File: config.mk
export PLATFORM = sky130hd
export DESIGN_NAME = boot_ram_arbiter_flat
export DESIGN_NICKNAME = d
export VERILOG_FILES = /design/src/rtl/boot_ram_arbiter_if.sv /design/src/rtl/boot_ram_arbiter.sv /design/src/flat_wrapper.sv
export SDC_FILE = /design/constraint.sdc
export NUM_CORES = 1
export LEC_CHECK = 0
export ABC_AREA = 0
export CAP_MARGIN = 15
export CORE_ASPECT_RATIO = 2
export CORE_MARGIN = 2
export CORE_UTILIZATION = 37
export DETAILED_ROUTE_END_ITERATION = 6
export GPL_ROUTABILITY_DRIVEN = 0
export PLACE_DENSITY = 0.83
export RECOVER_POWER = 100
export REMOVE_ABC_BUFFERS = 1
export SYNTH_ARGS = -nofsm -noshare
export SYNTH_HDL_FRONTEND = slang
export SYNTH_SLANG_ARGS = --single-unit
File: constraint.sdc
create_clock -name clk -period 2.1 [get_ports clk]
set_input_delay 0.42 -clock clk [delete_from_list [all_inputs] [get_ports clk]]
set_output_delay 0.42 -clock clk [all_outputs]
set_load 0.02 [all_outputs]
File: src/rtl/boot_ram_arbiter_if.sv
// Requester-side bus for boot_ram_arbiter: CPU port (a_*) and loader port (b_*).
// The arbiter connects through the slave modport; the requesters (or a bench) use master.
interface boot_ram_arbiter_if #(
  parameter int AW = 11,
  parameter int DW = 8
) ();
  logic          a_req;
  logic          a_we;
  logic [AW-1:0] a_addr;
  logic [DW-1:0] a_wdata;
  logic          a_gnt;
  logic          a_rvalid;
  logic [DW-1:0] a_rdata;

  logic          b_req;
  logic          b_we;
  logic [AW-1:0] b_addr;
  logic [DW-1:0] b_wdata;
  logic          b_gnt;
  logic          b_rvalid;
  logic [DW-1:0] b_rdata;

  modport master (
    output a_req, a_we, a_addr, a_wdata,
    input  a_gnt, a_rvalid, a_rdata,
    output b_req, b_we, b_addr, b_wdata,
    input  b_gnt, b_rvalid, b_rdata
  );

  modport slave (
    input  a_req, a_we, a_addr, a_wdata,
    output a_gnt, a_rvalid, a_rdata,
    input  b_req, b_we, b_addr, b_wdata,
    output b_gnt, b_rvalid, b_rdata
  );
endinterface

File: src/rtl/boot_ram_arbiter.sv
// boot_ram_arbiter: shares a single-port boot RAM (1-cycle read latency) between the
// soft-CPU (port A) and the boot loader (port B). BOOT phase gives B exclusive access
// until b_done; RUN phase arbitrates round-robin with a burst cap of MAX_BURST.
// Optional macro BOOT_RAM_WP_EN: RUN-phase CPU writes are acknowledged but suppressed
// at the RAM, and flagged on the sticky a_wp_err output.
module boot_ram_arbiter #(
  parameter int AW        = 11,
  parameter int DW        = 8,
  parameter int MAX_BURST = 4,
  parameter int BOOT_HOLD = 1
) (
  input  logic                clk,
  input  logic                reset,
  boot_ram_arbiter_if.slave   bus,
  input  logic                b_done,
  output logic                cpu_run,
  output logic                ram_ce,
  output logic                ram_oce,
  output logic                ram_wre,
  output logic [AW-1:0]       ram_ad,
  output logic [DW-1:0]       ram_din,
  input  logic [DW-1:0]       ram_dout,
  output logic                ram_reset
`ifdef BOOT_RAM_WP_EN
  ,
  output logic                a_wp_err
`endif
);

  typedef enum logic { PH_BOOT = 1'b0, PH_RUN = 1'b1 } phase_t;
  typedef enum logic { OWN_A = 1'b0, OWN_B = 1'b1 } owner_t;

  localparam logic [3:0] MAX_B = 4'(MAX_BURST);

  phase_t        phase_r;
  owner_t        owner_r;
  owner_t        rd_owner_r;
  logic [3:0]    burst_r;
  logic          rd_valid_r;
  logic [DW-1:0] a_hold_r;
  logic [DW-1:0] b_hold_r;

  logic          a_req_eff_s;
  logic          b_req_eff_s;
  logic          a_win_s;
  logic          b_win_s;
  logic          a_wp_hit_s;

  // Grant selection: BOOT hides the CPU, RUN keeps the owner until its burst cap.
  always_comb begin
    a_req_eff_s = bus.a_req && (phase_r == PH_RUN) && !reset;
    b_req_eff_s = bus.b_req && !reset;
    a_win_s     = 1'b0;
    b_win_s     = 1'b0;
    if (a_req_eff_s && b_req_eff_s) begin
      if (owner_r == OWN_A) begin
        if (burst_r < MAX_B) begin
          a_win_s = 1'b1;
        end else begin
          b_win_s = 1'b1;
        end
      end else begin
        if (burst_r < MAX_B) begin
          b_win_s = 1'b1;
        end else begin
          a_win_s = 1'b1;
        end
      end
    end else if (a_req_eff_s) begin
      a_win_s = 1'b1;
    end else if (b_req_eff_s) begin
      b_win_s = 1'b1;
    end else begin
      a_win_s = 1'b0;
      b_win_s = 1'b0;
    end
  end

`ifdef BOOT_RAM_WP_EN
  // CPU grants only exist in RUN, so any granted CPU write is a protected write.
  assign a_wp_hit_s = a_win_s && bus.a_we;
`else
  assign a_wp_hit_s = 1'b0;
`endif

  // RAM command mux: address and data of the granted port, zero when idle.
  always_comb begin
    ram_ad  = {AW{1'b0}};
    ram_din = {DW{1'b0}};
    if (a_win_s) begin
      ram_ad  = bus.a_addr;
      ram_din = bus.a_wdata;
    end else if (b_win_s) begin
      ram_ad  = bus.b_addr;
      ram_din = bus.b_wdata;
    end else begin
      ram_ad  = {AW{1'b0}};
      ram_din = {DW{1'b0}};
    end
  end

  assign bus.a_gnt    = a_win_s;
  assign bus.b_gnt    = b_win_s;
  assign ram_ce       = a_win_s | b_win_s;
  assign ram_wre      = (a_win_s && bus.a_we && !a_wp_hit_s) || (b_win_s && bus.b_we);
  assign ram_oce      = 1'b1;
  assign ram_reset    = reset;
  assign cpu_run      = (phase_r == PH_RUN);

  assign bus.a_rvalid = rd_valid_r && (rd_owner_r == OWN_A);
  assign bus.b_rvalid = rd_valid_r && (rd_owner_r == OWN_B);
  assign bus.a_rdata  = bus.a_rvalid ? ram_dout : a_hold_r;
  assign bus.b_rdata  = bus.b_rvalid ? ram_dout : b_hold_r;

  // Phase, ownership/burst tracking, read-return tracking and held read data.
  always_ff @(posedge clk or posedge reset) begin
    if (reset) begin
      phase_r    <= (BOOT_HOLD != 0) ? PH_BOOT : PH_RUN;
      owner_r    <= OWN_B;
      burst_r    <= 4'd0;
      rd_valid_r <= 1'b0;
      rd_owner_r <= OWN_A;
      a_hold_r   <= {DW{1'b0}};
      b_hold_r   <= {DW{1'b0}};
    end else begin
      if ((phase_r == PH_BOOT) && b_done) begin
        phase_r <= PH_RUN;
      end

      if (a_win_s) begin
        if (owner_r != OWN_A) begin
          burst_r <= 4'd1;
        end else if (b_req_eff_s && (burst_r < MAX_B)) begin
          burst_r <= burst_r + 4'd1;
        end
        owner_r <= OWN_A;
      end else if (b_win_s) begin
        if (owner_r != OWN_B) begin
          burst_r <= 4'd1;
        end else if (a_req_eff_s && (burst_r < MAX_B)) begin
          burst_r <= burst_r + 4'd1;
        end
        owner_r <= OWN_B;
      end else begin
        burst_r <= 4'd0;
      end

      rd_valid_r <= (a_win_s && !bus.a_we) || (b_win_s && !bus.b_we);
      rd_owner_r <= b_win_s ? OWN_B : OWN_A;

      if (bus.a_rvalid) begin
        a_hold_r <= ram_dout;
      end
      if (bus.b_rvalid) begin
        b_hold_r <= ram_dout;
      end
    end
  end

`ifdef BOOT_RAM_WP_EN
  // Sticky write-protect violation flag, cleared only by reset.
  always_ff @(posedge clk or posedge reset) begin
    if (reset) begin
      a_wp_err <= 1'b0;
    end else if (a_wp_hit_s) begin
      a_wp_err <= 1'b1;
    end
  end
`endif

endmodule

File: src/flat_wrapper.sv
// flat-port wrapper written by rule: the top's interface ports become plain ports
module boot_ram_arbiter_flat 
#(
  parameter int AW        = 11,
  parameter int DW        = 8,
  parameter int MAX_BURST = 4,
  parameter int BOOT_HOLD = 1
)
  (clk, reset, b_done, cpu_run, ram_ce, ram_oce, ram_wre, ram_ad, ram_din, ram_dout, ram_reset, bus_a_req, bus_a_we, bus_a_addr, bus_a_wdata, bus_a_gnt, bus_a_rvalid, bus_a_rdata, bus_b_req, bus_b_we, bus_b_addr, bus_b_wdata, bus_b_gnt, bus_b_rvalid, bus_b_rdata);
  boot_ram_arbiter_if #(.AW(AW), .DW(DW)) bus_i ();
  input  logic clk;
  input  logic reset;
  input  logic b_done;
  output logic cpu_run;
  output logic ram_ce;
  output logic ram_oce;
  output logic ram_wre;
  output logic [AW-1:0] ram_ad;
  output logic [DW-1:0] ram_din;
  input  logic [DW-1:0] ram_dout;
  output logic ram_reset;
  input wire logic [$bits(bus_i.a_req)-1:0] bus_a_req;
  input wire logic [$bits(bus_i.a_we)-1:0] bus_a_we;
  input wire logic [$bits(bus_i.a_addr)-1:0] bus_a_addr;
  input wire logic [$bits(bus_i.a_wdata)-1:0] bus_a_wdata;
  output wire logic [$bits(bus_i.a_gnt)-1:0] bus_a_gnt;
  output wire logic [$bits(bus_i.a_rvalid)-1:0] bus_a_rvalid;
  output wire logic [$bits(bus_i.a_rdata)-1:0] bus_a_rdata;
  input wire logic [$bits(bus_i.b_req)-1:0] bus_b_req;
  input wire logic [$bits(bus_i.b_we)-1:0] bus_b_we;
  input wire logic [$bits(bus_i.b_addr)-1:0] bus_b_addr;
  input wire logic [$bits(bus_i.b_wdata)-1:0] bus_b_wdata;
  output wire logic [$bits(bus_i.b_gnt)-1:0] bus_b_gnt;
  output wire logic [$bits(bus_i.b_rvalid)-1:0] bus_b_rvalid;
  output wire logic [$bits(bus_i.b_rdata)-1:0] bus_b_rdata;
  assign bus_i.a_req = bus_a_req;
  assign bus_i.a_we = bus_a_we;
  assign bus_i.a_addr = bus_a_addr;
  assign bus_i.a_wdata = bus_a_wdata;
  assign bus_a_gnt = bus_i.a_gnt;
  assign bus_a_rvalid = bus_i.a_rvalid;
  assign bus_a_rdata = bus_i.a_rdata;
  assign bus_i.b_req = bus_b_req;
  assign bus_i.b_we = bus_b_we;
  assign bus_i.b_addr = bus_b_addr;
  assign bus_i.b_wdata = bus_b_wdata;
  assign bus_b_gnt = bus_i.b_gnt;
  assign bus_b_rvalid = bus_i.b_rvalid;
  assign bus_b_rdata = bus_i.b_rdata;
  boot_ram_arbiter #(.AW(AW), .DW(DW), .MAX_BURST(MAX_BURST), .BOOT_HOLD(BOOT_HOLD)) u_core (.clk(clk), .reset(reset), .bus(bus_i), .b_done(b_done), .cpu_run(cpu_run), .ram_ce(ram_ce), .ram_oce(ram_oce), .ram_wre(ram_wre), .ram_ad(ram_ad), .ram_din(ram_din), .ram_dout(ram_dout), .ram_reset(ram_reset));
endmodule
== After elaboration in Yosys (flattened, before gate mapping) ==
Cells that the tools add are included.
Word-level totals
  output and inout port bits: 44
  bits of input ports: 53
  register bits after elaboration: 24
  word-level logic and storage cells: 58
Operators by class
  reduce and logical (&&, ||, !) cells: 20
  $lt $le $gt $ge: 1
  equality and inequality tests: 2
  muxes and demuxes: 24
  bitwise operators: 3
  $add $sub $neg: 1
Operators by type and width (number)
  $mux W8: 4
  $mux W4: 6
  $mux W11: 2
  $logic_and A1 B1 Y1: 13
  $mux W1: 12
  $add A4 B1 Y4 const B: 1
  $lt A4 B3 Y1 const B: 1
  $ne A4 B4 Y1 const B: 1
  $logic_not A1 Y1: 3
  $ne A3 B2 Y1 const B: 1
  $logic_or A1 B1 Y1: 2
  $not A1 Y1: 2
  $reduce_and A2 Y1: 1
  $reduce_bool A2 Y1: 1
  $or A1 B1 Y1: 1

== Longest topological paths before layout ==
Gate-level depths: netlist of the first run.
  depth after elaboration: 7
  mapped depth: 4
  gate-level depth less buffers: 3

== Worst setup path after synthesis of the first run ==
No wires, ideal clock.
  path type: input to output
  start: input port reset
  end: output port ram_ce
  arrival time: 1.504 ns
  cell stages on the path: 3
  slack: 0.176 ns
  path buffers: 1
  data required time: 1.680 ns
  cells stage by stage: clkbuf_1 inv_1 o21a_1
Between the ends
  cells in the longest elaborated chain, start to end: 6
  elaborated cells on any way between the ends: 10
  classes of those cells: mux: 5; bitwise: 1; reduce/logical: 4
Ends and longest elaborated chain
  start, declared: line flat_wrapper.sv:12  | input logic reset;
  $logic_not A1 Y1 *: line boot_ram_arbiter.sv:51, boot_ram_arbiter.sv:52
  $logic_and A1 B1 Y1: line boot_ram_arbiter.sv:52  | b_req_eff_s = bus.b_req && !reset;
  $mux W1: line boot_ram_arbiter.sv:71  | end else if (b_req_eff_s) begin
  $mux W1: line boot_ram_arbiter.sv:69  | end else if (a_req_eff_s) begin
  $mux W1: line boot_ram_arbiter.sv:55  | if (a_req_eff_s && b_req_eff_s) begin
  $or A1 B1 Y1 *: line boot_ram_arbiter.sv:104  | assign ram_ce = a_win_s | b_win_s;
  end, declared: line flat_wrapper.sv:15  | output logic ram_ce;
Every way passes the cells marked *; elsewhere a longest branch is shown, timed or not.

== Worst setup path in the final report of the first run ==
  start: register u_core.burst_r[3]
  end: output port ram_ad[2]
Between the ends
  cells in the longest elaborated chain, start to end: 6
  elaborated cells on any way between the ends: 9
  classes of those cells: order compare: 1; mux: 8
Ends and longest elaborated chain
  start, declared: line boot_ram_arbiter.sv:38  | logic [3:0] burst_r;
  start signal, assigned: line boot_ram_arbiter.sv:134  | burst_r <= burst_r + 4'd1;
  start signal, assigned: line boot_ram_arbiter.sv:141  | burst_r <= burst_r + 4'd1;
  $lt A4 B3 Y1 *: line boot_ram_arbiter.sv:57, boot_ram_arbiter.sv:63
  $mux W1: line boot_ram_arbiter.sv:57, boot_ram_arbiter.sv:63
  $mux W1: line boot_ram_arbiter.sv:56  | if (owner_r == OWN_A) begin
  $mux W1: line boot_ram_arbiter.sv:55
  $mux W11: line boot_ram_arbiter.sv:93  | end else if (b_win_s) begin
  $mux W11 *: line boot_ram_arbiter.sv:90  | if (a_win_s) begin
  end, declared: line flat_wrapper.sv:18  | output logic [AW-1:0] ram_ad;
Marked as above.

==> impl_metrics.env, run 1 <==
export IMPL_crit_path_end_kind="primary output"
export IMPL_cts_buffer_depth=2
export IMPL_track_usage_pct=22.2
export IMPL_drt_iter0_drc=42
export IMPL_crit_fanout=5
export IMPL_finish_utilization_pct=73.2
export IMPL_wl_mm=5.28
export IMPL_nFillCells=297
export IMPL_synth_flop_cell="dfrtp_1"
export IMPL_io_pins=97
export IMPL_antenna_found_initial=0
export IMPL_failed_checks="negative setup slack"
export IMPL_clock_latency_ps=260
export IMPL_p_per_area_mw_per_mm2=613
export IMPL_fin_ws_ps=-181
export IMPL_status="complete, but fails checks"
export IMPL_syn_inst=154
export IMPL_vias=1700
export IMPL_rsz0062_at_grt="yes"
export IMPL_dieArea_mm2=0.00469
export IMPL_rows=33
export IMPL_cts_hold_buf=0
export IMPL_final_hold_viol_count=0
export IMPL_slew_viol_final=0
export IMPL_yosys_area_top_type="dfrtp_1"
export IMPL_area_growth_pct=93.9
export IMPL_floorplan_initialDensity_pct=37.7
export IMPL_startpoint_type="flop"
export IMPL_syn_cell_area_mm2=0.00153
export IMPL_fin_skew_ps=2.44
export IMPL_grt_max_degree=27
export IMPL_n_antenna_cell=0
export IMPL_setup_viol_count_final=26
export IMPL_cts_clk_slew_worst_paths_ps=80
export IMPL_synth_cell_types=35
export IMPL_fin_total_pwr_w=0.00182
export IMPL_ir_worst_vdd_v=0.000383
export IMPL_dpl_cell_count=311
export IMPL_tightest_slew_ps=607
export IMPL_synth_edf_count=0
export IMPL_synth_common_cells="nand2_1 (24), dfrtp_1 (23), nor2b_1 (22)"
export IMPL_instances_no_fill=323
export IMPL_synth_top_area_share_pct=37.7
export IMPL_cts_made_buffers=3
export IMPL_overflow=0
export IMPL_async_flop_share_pct=100
export IMPL_detail_route_wl_per_cell_um=16.3
export IMPL_detailedPlace_worstSlack_ps=-529
export IMPL_die_y_um=94.8
export IMPL_ys_seq_elements=24
export IMPL_cts_root_buf="clkbuf_8"
export IMPL_synth_area_leaders="dfrtp_1 (38%), mux2_2 (12%), o2bb2ai_1 (11%)"
export IMPL_fp_coreArea_mm2=0.00405
export IMPL_holdWs_ps=491
export IMPL_critical_path_class="reg2out"
export IMPL_hold_class="reg2reg"
export IMPL_required_ps=1680
export IMPL_cap_violations=0
export IMPL_dp_hpwl_mm=3.57
export IMPL_ys_seq_area_share_pct=39.4
export IMPL_ant_nets=0
export IMPL_die_x_um=49.4
export IMPL_grt_pass1_vias=1850
export IMPL_p_leak_nw=1.26
export IMPL_drtPass1Iterations=4
export IMPL_relSlewSlack_pct=59.5
export IMPL_nets=326
export IMPL_finalCritPeriodShare_pct=109
export IMPL_avgSynthCellArea_um2=9.91
export IMPL_cp_arrival_ps=1860
export IMPL_clkSinkCount=24
export IMPL_via_per_inst=5.26
export IMPL_port_buffers=95
export IMPL_fmax_ghz=0.438
export IMPL_htree_levels=1
export IMPL_grt_pass1_wl_mm=8.08
export IMPL_period_needed_ps=2280
export IMPL_cts_tree="done"
export IMPL_ys_warnings_count=0
export IMPL_yosysMostFrequentCell="nand2_1"
export IMPL_drive_gt1_share_pct=30.6
export IMPL_drc=0
==> power by group <==
group / switching (W) / internal (W)
Clock: 0.000141 / 0.000254
Combinational: 0.000421 / 0.000409
Sequential: 0.0000282 / 0.000562
==> sequential cells by signal (all words and copies together), names as in the netlist <==
register and flops:
u_core.a_hold_r 8, u_core.cpu_run 1, u_core.owner_r 1, u_core.b_hold_r 8, u_core.rd_valid_r 1, u_core.burst_r 4
u_core.rd_owner_r 1
==> cells by family after synthesis <==
logic type / share of synthesized area [%]
other: 0.246
and+or+nand+nor: 22.6
adders and majority gates: 0.820
AOI/OAI and AO/OA: 19.5
DFF: 39.4
buffers and inverters: 5.57
muxes: 11.8
==> routing by layer <==
metal | vias to the layer above | GRT usage [%] | wire [µm]
li1 | 774 | - | -
met1 | 805 | 19.8 | 1710
met2 | 111 | 44.1 | 2900
met3 | 10 | 7.44 | 520
met4 | 0 | 8.56 | 146
met5 | - | 0 | 0
==> worst max-delay path, stage by stage, from the launching register on <==
cell and delay [ps]:
dfrtp_1 390, or3_4 400, buf_6 140, a21oi_4 150, buf_12 150, clkbuf_16 140, o2bb2ai_1 60, buf_2 160
==> path summary, 6_finish.rpt <==
check,endpoint,start,depth (start not counted),slack (ps)
setup / recovery,ram_ad[2],u_core.burst_r[3]$_DFFE_PP0P_,7,-180
hold / removal,u_core.b_hold_r[6]$_DFF_PP0_,u_core.b_hold_r[6]$_DFF_PP0_,1,490
setup reg to reg,u_core.burst_r[3]$_DFFE_PP0P_,u_core.owner_r$_DFFE_PP1P_,5,510
hold reg to reg,u_core.b_hold_r[6]$_DFF_PP0_,u_core.b_hold_r[6]$_DFF_PP0_,1,490
max in group asynchronous,u_core.burst_r[2]$_DFFE_PP0P_,reset,4,790
min in group asynchronous,u_core.b_hold_r[1]$_DFF_PP0_,reset,4,920
==> what timing repair did <==
item                       in CTS  in global routing
cloned                          2                  1
pin swaps                       3                  0
resized for setup             138                 27
setup endpoints to repair      40                 27
buffers inserted                5                  0
==> final cells by class <==
| cell class | instances | area [µm²] | share of cell area [%] |
|---|---|---|---|
| clock inverters | 1 | 30.0 | 1.01 |
| inverters | 3 | 11.3 | 0.380 |
| repair buffers | 124 | 1220 | 41.2 |
| clock buffers | 3 | 41.3 | 1.39 |
| multi-input cells | 116 | 991 | 33.5 |
| flip-flops and latches | 24 | 602 | 20.3 |
| well taps | 52 | 65.1 | 2.20 |
==> cells in the final DEF (no fill, tap or decap), drive strengths merged, types with 3 or more instances in the layout <==
| cell type | instances |
|---|---|
| nor2b | 22 |
| o2bb2ai | 21 |
| clkbuf | 13 |
| dlygate4sd2 | 17 |
| nor2 | 3 |
| mux2 | 16 |
| buf | 44 |
| nand2b | 3 |
| nand2 | 24 |
| dfrtp | 23 |
| inv | 3 |
| o21ai | 4 |
| clkdlybuf4s50 | 52 |
==> through the flow <==
stage,area (µm²),setup TNS (ps)
2_1_floorplan,1450,0
3_3_place_gp,2660,-10130
3_5_place_dp,2660,-10960
4_1_cts,2850,-3010
5_1_grt,2960,-5360
6_report,2960,-3330
Power figures use the tool's default switching activity.
==> run 2: changes to the inputs <==
Settings changed: SKIP_CTS_REPAIR_TIMING set to 1.
==> run 2 against run 1 <==
Against the previous run:
- the flow still finishes with violations (negative setup slack)
- clock power fell by 1%
- sequential cell count unchanged
- cell area is 5.1% higher
- sequential power is essentially flat
- clock skew barely moved
- utilization grew 3.7 points
- final cell count unchanged
- count of clock-buffer cells in the layout unchanged
- hold slack improved by 3.8 ps
- first-iteration DRC count is 64% lower
- critical path type unchanged
- largest cell class unchanged
==> impl_metrics.env, run 2 (same netlist as run 1, synthesis figures left out) <==
export IMPL_clock_latency_ps=260
export IMPL_final_hold_viol_count=0
export IMPL_tightest_slew_ps=609
export IMPL_holdPathEnd="u_core.b_hold_r[4]$_DFF_PP0_"
export IMPL_period_needed_ps=2330
export IMPL_drc=0
export IMPL_instances_no_fill=323
export IMPL_holdWs_ps=495
export IMPL_grt_max_degree=27
export IMPL_cts_clk_slew_worst_paths_ps=80
export IMPL_critical_path_class="reg2out"
export IMPL_place_area_mm2=0.00266
export IMPL_dieArea_mm2=0.00469
export IMPL_clkSinkCount=24
export IMPL_final_cell_mix="clkdlybuf4s50_1 (52), nand2_1 (24), buf_6 (24)"
export IMPL_worst_path_most_repeated_cell="buf_4"
export IMPL_crit_path_top_delay_cell="or3_4"
export IMPL_detail_route_wl_per_cell_um=16.7
export IMPL_cts_root_buf="clkbuf_8"
export IMPL_slew_viol_final=0
export IMPL_status="complete, but fails checks"
export IMPL_ant_nets=0
export IMPL_vias=1685
export IMPL_n_antenna_cell=0
export IMPL_cpLargestDelayFamily="buffers and inverters"
export IMPL_crit_buf_inv=3
export IMPL_die_y_um=94.8
export IMPL_min_path_cells=1
export IMPL_grt_pass1_vias=1706
export IMPL_dpl_cell_count=311
export IMPL_setup_viol_count_final=22
export IMPL_hold_class="reg2reg"
export IMPL_floorplan_initialDensity_pct=37.7
export IMPL_track_usage_pct=19.7
export IMPL_post_route_cell_area_mm2=0.00311
export IMPL_worstPathCellList="or3_4 > buf_6 > a311oi_2 > buf_4 > buf_4"
export IMPL_cp_arrival_ps=1910
export IMPL_crit_path_end_kind="primary output"
export IMPL_startpoint_type="flop"
export IMPL_grt_pass1_wl_mm=7.22
export IMPL_antenna_found_initial=0
export IMPL_final_common_cell="clkdlybuf4s50_1"
export IMPL_fmax_ghz=0.430
export IMPL_finalCritPeriodShare_pct=111
export IMPL_drive_gt1_share_pct=33.6
export IMPL_die_x_um=49.4
export IMPL_rsz0062_at_grt="yes"
export IMPL_fp_coreArea_mm2=0.00405
export IMPL_nets=326
export IMPL_drt_iter0_drc=15
export IMPL_relSlewSlack_pct=59.4
export IMPL_failed_checks="negative setup slack"
export IMPL_ir_worst_vdd_v=0.000372
export IMPL_cap_violations=0
export IMPL_crit_fanout=2
export IMPL_reg2reg_depth=7
export IMPL_drtPass1Iterations=6
export IMPL_required_ps=1680
export IMPL_ff2ff_setup_slack_ps=400
export IMPL_port_buffers=95
export IMPL_r2r_end="u_core.rd_valid_r$_DFF_PP0_"
export IMPL_p_per_area_mw_per_mm2=605
export IMPL_fin_setup_tns_ps=-4440
export IMPL_detailedPlace_worstSlack_ps=-529
export IMPL_dp_hpwl_mm=3.57
export IMPL_rows=33
export IMPL_fin_ws_ps=-227
export IMPL_p_leak_nw=1.45
export IMPL_critical_path_max_stage_delay_ps=430
export IMPL_min_from="u_core.b_hold_r[4]$_DFF_PP0_"
export IMPL_fin_skew_ps=2.00
export IMPL_cts_buffer_depth=2
export IMPL_wl_mm=5.41
export IMPL_io_pins=97
export IMPL_overflow=0
export IMPL_area_growth_pct=104
export IMPL_rr_startpoint="u_core.burst_r[2]$_DFFE_PP0P_"
export IMPL_cts_tree="done"
export IMPL_reg_largest_list="u_core.a_hold_r x8, u_core.b_hold_r x8, u_core.burst_r x4"
export IMPL_htree_levels=1
export IMPL_via_per_inst=5.22
export IMPL_cts_made_buffers=3
run 2: metal layers:
metal | part of all wire, % | GRT usage, %
met5 | 0 | 0
met4 | 3.0 | 4.86
met3 | 9.8 | 7.91
met2 | 54 | 39.3
met1 | 33 | 17.8
run 2: how the worst max path moves through the flow:
stage / start / slack (ps) / end / depth (start not counted)
floorplan: u_core.owner_r$_DFFE_PP1P_ / 4 / ram_ad[0] / 3
global placement: bus_a_req / -500 / ram_ad[6] / 6
detailed placement: bus_a_req / -530 / ram_ad[10] / 6
CTS: u_core.burst_r[2]$_DFFE_PP0P_ / -730 / ram_ad[6] / 5
global route: u_core.burst_r[3]$_DFFE_PP0P_ / -280 / bus_a_gnt / 5
finish: u_core.burst_r[2]$_DFFE_PP0P_ / -230 / bus_a_gnt / 5
run 2: final cells by class:
| cell class | instances | area, µm² |
|---|---|---|
| inverters | 3 | 11.3 |
| clock buffers | 3 | 41.3 |
| repair buffers | 124 | 1330 |
| fillers | 271 | 935 |
| well taps | 52 | 65.1 |
| clock inverters | 1 | 30.0 |
| multi-input cells | 116 | 1030 |
| flip-flops and latches | 24 | 602 |
run 2: per-stage QoR:
stage	utilization [%]	total power, W
after global placement	65.8	0.00142
after floorplan	-	0.000983
final	76.9	0.00188
after detailed placement	65.8	0.00144
after CTS	67.5	0.00184
after global routing	76.9	0.00198
run 2: worst reg2reg max path: cells and delay by family (launching register included):
kind	cells	cell delay, ps
buffers and inverters	4	550
and+or+nand+nor	1	430
DFF	1	390
AOI/OAI and AO/OA	2	220
run 2: power breakdown:
group | leakage, nW | internal, W | switching, W
logic | 1.13 | 0.000473 | 0.000428
clock network | 0.0357 | 0.000254 | 0.000135
registers | 0.287 | 0.000562 | 0.0000304
==> run 3: changes to the inputs <==
Settings changed: CORE_MARGIN 2 to 4, PLACE_DENSITY 0.83 to 0.81.
==> run 3 against run 2 <==
Against the previous run:
- the flow still finishes with violations (negative setup slack)
- register-to-register slack better by 120 ps
- cell area is 14% lower
- combinational power is 13% lower
- die area is 13% higher
- hold slack worse by 9.1 ps
- sequential power hardly changed
- fmax is 2.2% higher
- critical path depth stayed put
- global-route usage is 2.1 points lower
- count of clock-buffer cells in the layout is 1 higher
- first-iteration DRC count is 20% lower
- total power is 13% lower
- largest cell class unchanged
==> impl_metrics.env, run 3 (same netlist as run 1, synthesis figures left out) <==
export IMPL_clock_latency_ps=250
export IMPL_setup_viol_count_final=27
export IMPL_status="complete, but fails checks"
export IMPL_vias=1511
export IMPL_cts_clk_slew_worst_paths_ps=70
export IMPL_fin_total_pwr_w=0.00164
export IMPL_relSlewSlack_pct=59.9
export IMPL_required_ps=1680
export IMPL_io_pins=97
export IMPL_finalCritPeriodShare_pct=108
export IMPL_die_y_um=98.8
export IMPL_fp_coreArea_mm2=0.00392
export IMPL_p_leak_nw=1.27
export IMPL_grt_pass1_vias=1622
export IMPL_cts_root_buf="clkbuf_8"
export IMPL_drtPass1Iterations=5
export IMPL_nets=314
export IMPL_tightest_slew_ps=602
export IMPL_grt_pass1_wl_mm=7.04
export IMPL_floorplan_initialDensity_pct=38.9
export IMPL_dieArea_mm2=0.00528
export IMPL_reg_largest_list="u_core.a_hold_r x8, u_core.b_hold_r x8, u_core.burst_r x4"
export IMPL_area_growth_pct=76.0
export IMPL_clkSinkCount=24
export IMPL_cts_buffer_depth=2
export IMPL_track_usage_pct=17.6
export IMPL_n_antenna_cell=0
export IMPL_final_hold_viol_count=0
export IMPL_overflow=0
export IMPL_detailedPlace_worstSlack_ps=-585
export IMPL_drc=0
export IMPL_period_needed_ps=2280
export IMPL_cts_tree="done"
export IMPL_finish_utilization_pct=68.5
export IMPL_cap_violations=0
export IMPL_ant_nets=0
export IMPL_rows=32
export IMPL_die_x_um=53.4
export IMPL_cts_made_buffers=3
export IMPL_crit_fanout=10
export IMPL_p_per_area_mw_per_mm2=609
export IMPL_rsz0062_at_grt="yes"
export IMPL_drt_iter0_drc=12
export IMPL_antenna_found_initial=0
export IMPL_dp_hpwl_mm=3.56
export IMPL_grt_max_degree=27
export IMPL_slew_viol_final=0
export IMPL_drive_gt1_share_pct=21.6
export IMPL_final_common_cell="clkdlybuf4s50_1"
export IMPL_detail_route_wl_per_cell_um=14.5
export IMPL_startpoint_type="flop"
export IMPL_via_per_inst=4.87
export IMPL_hold_class="reg2reg"
export IMPL_final_cell_mix="clkdlybuf4s50_1 (54), buf_4 (28), nand2_1 (24)"
export IMPL_cp_arrival_ps=1860
export IMPL_port_buffers=95
export IMPL_wl_mm=4.48
export IMPL_fin_skew_ps=2.02
export IMPL_failed_checks="negative setup slack"
export IMPL_fin_ws_ps=-176
export IMPL_crit_path_end_kind="primary output"
export IMPL_htree_levels=1
export IMPL_ir_worst_vdd_v=0.000267
export IMPL_fmax_ghz=0.439
export IMPL_critical_path_class="reg2out"
run 3: per-stage QoR:
stage          TNS, ps  instances  instance area [µm²]  hold slack, ps
2_1_floorplan        0        143                 1450             459
3_3_place_gp    -11690        304                 2630             477
3_5_place_dp    -12310        304                 2630             483
4_1_cts         -16780        308                 2680             504
5_1_grt          -6020        310                 2690             518
6_report         -3070        310                 2690             486
run 3: power breakdown:
part / switching (W) / internal (W)
combinational: 0.000375 / 0.000407
clock: 0.000127 / 0.000135
sequential: 0.0000292 / 0.000562
run 3: worst max-delay path, cell delays in order, from the launching register on:
cell	delay (ps)
dfrtp_2	440
or3_4	410
a31oi_4	250
clkbuf_16	210
o2bb2ai_1	120
buf_4	160
run 3: final cells by class:
class / count / area (µm²)
Clock buffer: 4 / 45.0
Fill cell: 336 / 1240
Inverter: 3 / 11.3
Multi-Input combinational cell: 116 / 847
Sequential cell: 24 / 603
Tap cell: 51 / 63.8
Timing Repair Buffer: 112 / 1120
run 3: final timing paths:
check | slack, ps | depth (start not counted) | end | startpoint
max | -180 | 5 | ram_wre | u_core.burst_r[3]$_DFFE_PP0P_
min | 490 | 1 | u_core.b_hold_r[0]$_DFF_PP0_ | u_core.b_hold_r[0]$_DFF_PP0_
max reg2reg | 520 | 5 | u_core.rd_valid_r$_DFF_PP0_ | u_core.burst_r[3]$_DFFE_PP0P_
min reg2reg | 490 | 1 | u_core.b_hold_r[0]$_DFF_PP0_ | u_core.b_hold_r[0]$_DFF_PP0_
max in group asynchronous | 580 | 4 | u_core.burst_r[3]$_DFFE_PP0P_ | reset
min in group asynchronous | 1090 | 4 | u_core.a_hold_r[5]$_DFF_PP0_ | reset
run 3: per-layer routing:
metal	vias to the layer above	part of all wire (%)	routed length, µm	GRT usage (%)
met1	676	35	1570	18.1
met5	-	0	0	0
li1	750	-	-	-
met3	2	12	538	8.47
met4	0	0.83	37	5.31
met2	83	52	2340	30.3
